==> src/rtl/table_mem_arbiter.sv <==
// Round-robin, burst-locked arbiter for a single shared table-memory port.
// Define ARB_WATCHDOG_EN to add the per-grant hold watchdog (revoke + sticky timeout_o).
module table_mem_arbiter #(
  parameter int NUM_REQ  = 4,
  parameter int MAX_HOLD = 64,
  parameter int ADDR_BUS = 16,
  parameter int DATA_BUS = 32
) (
  input  logic                               clk,
  input  logic                               rst,
  input  logic [NUM_REQ-1:0]                 req_ce_i,
  input  logic [NUM_REQ-1:0]                 req_we_i,
  input  logic [NUM_REQ-1:0][ADDR_BUS-1:0]   req_addr_i,
  input  logic [NUM_REQ-1:0][3:0]            req_width_i,
  input  logic [NUM_REQ-1:0][DATA_BUS-1:0]   req_data_i,
  output logic [NUM_REQ-1:0]                 grant_o,
  output logic [DATA_BUS-1:0]                rd_data_o,
  output logic                               mem_ce_o,
  output logic                               mem_we_o,
  output logic [ADDR_BUS-1:0]                mem_addr_o,
  output logic [3:0]                         mem_width_o,
  output logic [DATA_BUS-1:0]                mem_data_o,
  input  logic [DATA_BUS-1:0]                mem_data_i,
  output logic                               timeout_o
);
  localparam int IW = (NUM_REQ > 1) ? $clog2(NUM_REQ) : 1;

  if (NUM_REQ < 2 || NUM_REQ > 8 || MAX_HOLD < 1) begin : g_bad_cfg
    $error("table_mem_arbiter: unsupported NUM_REQ/MAX_HOLD");
  end

  typedef enum logic {ARB_IDLE = 1'b0, ARB_OWNED = 1'b1} arb_state_e;
  arb_state_e state, state_nxt;

  logic [IW-1:0]      owner, rr_ptr, pick, owner_inc;
  logic               pick_vld, owner_ce, revoke, release_own;
  logic [NUM_REQ-1:0] elig;

  assign owner_ce    = req_ce_i[owner];
  assign owner_inc   = (owner == IW'(NUM_REQ - 1)) ? '0 : owner + 1'b1;
  assign release_own = (state == ARB_OWNED) && (!owner_ce || revoke);

  // Scan downward so the lowest offset from rr_ptr is the last (winning) assignment.
  always_comb begin
    logic [IW:0] sum;
    pick     = '0;
    pick_vld = 1'b0;
    sum      = '0;
    for (int i = NUM_REQ - 1; i >= 0; i--) begin
      sum = {1'b0, rr_ptr} + (IW+1)'(i);
      if (sum >= (IW+1)'(NUM_REQ)) sum = sum - (IW+1)'(NUM_REQ);
      if (elig[sum[IW-1:0]]) begin
        pick     = sum[IW-1:0];
        pick_vld = 1'b1;
      end
    end
  end

`ifdef ARB_WATCHDOG_EN
  localparam int HW = $clog2(MAX_HOLD + 1);
  logic [HW-1:0]      hold_cnt;
  logic [NUM_REQ-1:0] blk_mask;
  logic               timeout_q;

  // Revoke on the edge where hold_cnt would reach MAX_HOLD: exactly MAX_HOLD owned cycles.
  assign revoke    = (state == ARB_OWNED) && owner_ce && (hold_cnt == HW'(MAX_HOLD - 1));
  assign elig      = req_ce_i & ~blk_mask;
  assign timeout_o = timeout_q;

  always_ff @(posedge clk or negedge rst) begin
    if (!rst) begin
      hold_cnt  <= '0;
      blk_mask  <= '0;
      timeout_q <= 1'b0;
    end else begin
      if (state == ARB_IDLE && pick_vld)
        hold_cnt <= '0;
      else if (state == ARB_OWNED && hold_cnt != HW'(MAX_HOLD))
        hold_cnt <= hold_cnt + 1'b1;
      // A revoked requester stays masked until it drops its own ce.
      blk_mask <= (blk_mask & req_ce_i) | (revoke ? (NUM_REQ'(1) << owner) : '0);
      if (revoke) timeout_q <= 1'b1;
    end
  end
`else
  assign revoke    = 1'b0;
  assign elig      = req_ce_i;
  assign timeout_o = 1'b0;
`endif

  always_ff @(posedge clk or negedge rst) begin
    if (!rst) state <= ARB_IDLE;
    else      state <= state_nxt;
  end

  always_comb begin
    state_nxt = state;
    case (state)
      ARB_IDLE:  if (pick_vld)    state_nxt = ARB_OWNED;
      ARB_OWNED: if (release_own) state_nxt = ARB_IDLE;
    endcase
  end

  // Idle always drives zeros, so async reset of state clears the memory port instantly.
  always_comb begin
    mem_ce_o    = 1'b0;
    mem_we_o    = 1'b0;
    mem_addr_o  = '0;
    mem_width_o = '0;
    mem_data_o  = '0;
    if (state == ARB_OWNED) begin
      mem_ce_o    = owner_ce;
      mem_we_o    = req_we_i[owner];
      mem_addr_o  = req_addr_i[owner];
      mem_width_o = req_width_i[owner];
      mem_data_o  = req_data_i[owner];
    end
  end

  assign rd_data_o = mem_data_i;

  always_ff @(posedge clk or negedge rst) begin
    if (!rst) begin
      grant_o <= '0;
      owner   <= '0;
      rr_ptr  <= '0;
    end else if (state == ARB_IDLE) begin
      if (pick_vld) begin
        grant_o <= NUM_REQ'(1) << pick;
        owner   <= pick;
      end
    end else if (release_own) begin
      grant_o <= '0;
      rr_ptr  <= owner_inc;
    end
  end

endmodule

==> config.mk <==
export PLATFORM = sky130hd
export DESIGN_NAME = table_mem_arbiter
export DESIGN_NICKNAME = d
export VERILOG_FILES = /design/src/rtl/table_mem_arbiter.sv
export SDC_FILE = /design/constraint.sdc
export NUM_CORES = 1
export LEC_CHECK = 0
export ABC_AREA = 1
export ABC_CLOCK_PERIOD_IN_PS = 3700
export CELL_PAD_IN_SITES_DETAIL_PLACEMENT = 1
export CELL_PAD_IN_SITES_GLOBAL_PLACEMENT = 1
export CORE_MARGIN = 4
export CORE_UTILIZATION = 16
export CTS_BUF_LIST = sky130_fd_sc_hd__clkbuf_4 sky130_fd_sc_hd__clkbuf_8
export DETAILED_ROUTE_END_ITERATION = 10
export GPL_TIMING_DRIVEN = 0
export HOLD_SLACK_MARGIN = 0.06
export PLACE_DENSITY = 0.88
export RECOVER_POWER = 25
export SYNTH_ARGS = -nofsm -noshare
export SYNTH_HDL_FRONTEND = slang
export SYNTH_SLANG_ARGS = --single-unit
==> constraint.sdc <==
create_clock -name clk -period 3.7 [get_ports clk]
set_input_delay 0.74 -clock clk [delete_from_list [all_inputs] [get_ports clk]]
set_output_delay 0.74 -clock clk [all_outputs]
set_load 0.05 [all_outputs]
After elaboration in Yosys (flattened, before gate mapping):

Index checks and enable logic that the tools add are counted.

* div/mod/pow operators: 0
* multiply operators: 0
* bitwise logic cells: 1
* shifts and indexed selects: 1
* add/sub/neg operators: 8
* equality and inequality tests: 2
* reduce and logical (&&, ||, !) cells: 6
* multiplexer cells: 42
* $lt $le $gt $ge: 9

Operators by type and width (count)
* $bmux 32 s2: 1
* $mux 32: 2
* $bmux 16 s2: 1
* $mux 16: 2
* $mux 4: 5
* $mux 2: 9
* $lt 2x3->1 const B: 5
* $mux 1: 14
* $bmux 1 s2: 6
* $ge 3x3->1 const B: 3
* $bmux 4 s2: 1
* $sub 2x1->2 const B: 4
* $add 2x2->3 const B: 2
* $reduce_and 2->1: 3
* $shl 1x2->4 const A: 1
* $add 2x1->3 const B: 1
* $ge 2x3->1 const B: 1
* $add 2x1->2 const B: 1
* $eq 2x2->1 const B: 1
* $ne 2x1->1 const B: 1
* $pmux 1 s2: 1
* $reduce_bool 2->1: 1
* $logic_and 1x1->1: 1
* $logic_not 1->1: 1
* $not 1->1: 1

* bits in writable memories: 0
* memories kept: 0
* output and inout bits: 91
* register bits: 9
* bits in latches: 0
* input port bits: 250
* memory bits (read-only): 0
* word-level logic and storage cells: 73

Depth between registers and ports, before layout:

* depth in word-level cells: 12
* depth in mapped cells: 13
* mapped depth without buffers: 12

Worst setup path after synthesis:

No wires, ideal clock.

* path type: register to output
* from: reg owner[0]
* to: out mem_data_o[22]
* cell stages (with the launch flop): 6
* slack: 1175 ps
* path buffers: 2
* required time: 2960 ps
* arrival: 1785 ps
* cell sequence: dfrtp_1 inv_2 buf_2 clkbuf_1 o21ai_0 a21oi_1

* longest elaborated chain between the ends: 3

Ends and longest elaborated chain
* from (decl): RTL line 35 `logic [IW-1:0] owner, rr_ptr, pick, owner_inc;`
* from (signal assigned): RTL line 130 `owner <= pick;`
* $bmux 32 s2: RTL line 116 `mem_data_o = req_data_i[owner];`
* $mux 32 (not written as such): RTL line 116
* $mux 32: RTL line 111 `if (state == ARB_OWNED) begin`
* to (decl): RTL line 22 `output logic [DATA_BUS-1:0] mem_data_o,`

Every way passes these cells. The select of a mux whose other input is x is not followed.

Worst setup path after layout:

* from: reg owner[0]
* to: out mem_addr_o[0]

* longest elaborated chain between the ends: 3

Ends and longest elaborated chain
* $bmux 16 s2: RTL line 114 `mem_addr_o = req_addr_i[owner];`
* $mux 16 (not written as such): RTL line 114
* $mux 16: RTL line 111
* to (decl): RTL line 20 `output logic [ADDR_BUS-1:0] mem_addr_o,`

Every way passes these cells. The select of a mux whose other input is x is not followed.

==> impl_metrics.ini <==
[finish]
finalNetCount = 1111
drive_above_1_share_pct = 7.68
syn_to_final_growth_pct = 126
n_fill_cell = 2163
insertedDiodeCount = 0
final_cell_mix = clkdlybuf4s50_1 (295), nor2_1 (218), o21ai_0 (113)
fin_cells = 1079
utilization_pct = 36.7
final_common_cell = clkdlybuf4s50_1

[routing]
dr.pass1.iters = 4
drc = 0
vias = 4805
via_per_inst = 4.45
drt_iter0_markers = 116
wl_per_cell_um = 17.2
drtAntennaViolNets = 0
routed_wl_um = 18600

[global_routing]
grt_overflow = 0
antenna_found_initial = 0
grt_pass1_wl_um = 26600
grt_pass1_vias = 5128
grt.total_usage_pct = 17.9
grt_max_degree = 11

[placed_design]
dp_hpwl_um = 15900
globalplace.congestion = 0.764
portBuffers = 307
dp_cells = 1075

[power]
vdd_drop_max_uv = 482
switching_power_mw = 3.29
cellPowerDensity_nw_per_um2 = 828
power.share.sequential_pct = 3.5
power_mw = 5.03
switching_share_pct = 65.4
clkPwrFrac_pct = 2.4
power_frac_comb_pct = 94.1
internal-power_mw = 1.74
leakage_nw = 2.50

[clocking]
path_clk_slew_ns = 0.05
cts-root-buf = clkbuf_8
clk_latency_ns = 0.23
cts_tree = yes
cts_setup_buffers = 0
cts_max_level = 1
cts_buffers = 3
clockBufferDepth = 2
ctsResizeCount = 0
cts_hold_buf = 0
cts_num_sinks = 9

[worst_setup_path]
worstPathRequired_ns = 2.96
end_kind = output port
r2r-start = rr_ptr[0]
worst_r2r_endpoint = grant_o[0]
crit_fanout = 10
cp.arrival_ns = 2.72
startpoint_type = register
r2r_slack_ns = 1.85
reg2reg_depth = 13
critPathKind = register to output port

[flow_run]
cap_violations = 0

[floorplan]
rows = 47
die_area_sq_um = 18900
dieWidth_um = 138
io_pins = 341
core_sq_um = 16500
die_h_um = 138
start_util_pct = 16.2

[timing]
fin_setup_tns_ns = 0
timing.final.crit_share_pct = 93.5
clock_skew_ns = 0.00242
slew_headroom_pct = 55.8
period_minus_slack_ns = 3.46
slew_viol_final = 0
max_freq_mhz = 289
worstMarginPinSlew_ns = 0.663
setup_viol = 0
grt_setup_unrepaired = false
final-hold-violation-count = 0

[yosys]
synth_area_sq_um = 2690
ys_warn_count = 0
syn_avg_cell_area_sq_um = 4.90
yosys.area.top_type = nor2_1
synth_top_cell_area_share_pct = 30.3
synth_cell_types = 24
synth_seq_cells = 9
ys_seq_area_share_pct = 8.39
syn_nets = 799
syn_inst = 548
ys_top_cells_by_area = nor2_1 (30%), o21ai_0 (21%), a21oi_1 (10%)

[hold_path]
hp-class = register to register
min_to = grant_o[2]
holdPathStages = 2
worstHoldStart = grant_o[2]

[status]
status = complete, no violations
==> synthesized netlist by cell type <==
master	number
nand4_1	1
buf_6	1
ha_1	1
inv_4	1
clkbuf_1	18
a21oi_1	55
and2_1	2
buf_2	14
nand3_1	6
o31ai_1	1
buf_4	33
nand2_4	2
inv_6	1
nand2_2	7
dfrtp_1	9
nor2_1	217
conb_1	1
o21ai_0	113
nor2_2	1
inv_2	3
buf_1	8
nor2_4	1
inv_1	10
nand2_1	42
==> through the flow <==
step / setup slack (ns) / area [sq um] / hold slack (ns)
after floorplan: 1.17 / 2690 / 0.444
after global placement: 0.350 / 6030 / 0.464
after detailed placement: 0.346 / 6030 / 0.482
after CTS: 0.0827 / 6080 / 0.489
after global routing: 0.00608 / 6070 / 0.512
final: 0.240 / 6070 / 0.477
==> how the worst max path moves through the flow <==
stage / startpoint / endpoint / cells past startpoint
after CTS: owner[0] / mem_data_o[7] / 6
final: owner[0] / mem_addr_o[0] / 6
after floorplan: owner[0] / mem_data_o[22] / 5
after detailed placement: owner[0] / mem_data_o[7] / 6
after global placement: owner[0] / mem_data_o[7] / 6
after global routing: owner[0] / mem_addr_o[0] / 6
==> registers in the layout (all words and copies together), names as in the netlist <==
register	flops
grant_o	4
owner	2
rr_ptr	2
state	1
==> area by class of cell <==
type                       count  area [sq um]  share of cell area (%)
multi-input combinational    450          1950                    32.2
timing repair buffer         307          3080                    50.7
inverter                      15          62.6                    1.03
sequential                     9           225                    3.71
clock buffer                   4          48.8                   0.804
tap                          220           275                    4.53
buffer                        74           427                    7.03
==> power by group through the flow <==
stage / Clock (mW) / Combinational [mW] / Sequential (mW)
floorplan: 0 / 3.02 / 0.213
global placement: 0 / 4.73 / 0.174
detailed placement: 0 / 4.80 / 0.177
CTS: 0.124 / 4.82 / 0.176
global route: 0.131 / 5.10 / 0.181
finish: 0.123 / 4.73 / 0.175
==> critical path, cell delays in order, from the launching register on <==
cell and delay (ns):
dfrtp_1 0.43, inv_2 0.17, buf_2 0.30, clkbuf_1 0.38, o21ai_0 0.22, a21oi_1 0.17
clkdlybuf4s50_1 0.82
==> layer usage <==
| metal | GRT usage [%] | part of all wire [%] |
|---|---|---|
| met2 | 34.3 | 52 |
| met4 | 2.77 | 1.4 |
| met5 | 0 | 0 |
| met3 | 3.21 | 6.6 |
| met1 | 20.8 | 40 |
==> cell families after synthesis <==
logic type	after synthesis	synth area share, %
other cells	1	0.140
fa+ha+maj	1	0.466
flops	9	8.39
compound gates	169	31.6
buf+inv	89	18.3
simple gates	279	41.1
Power figures use the tool's default switching activity.
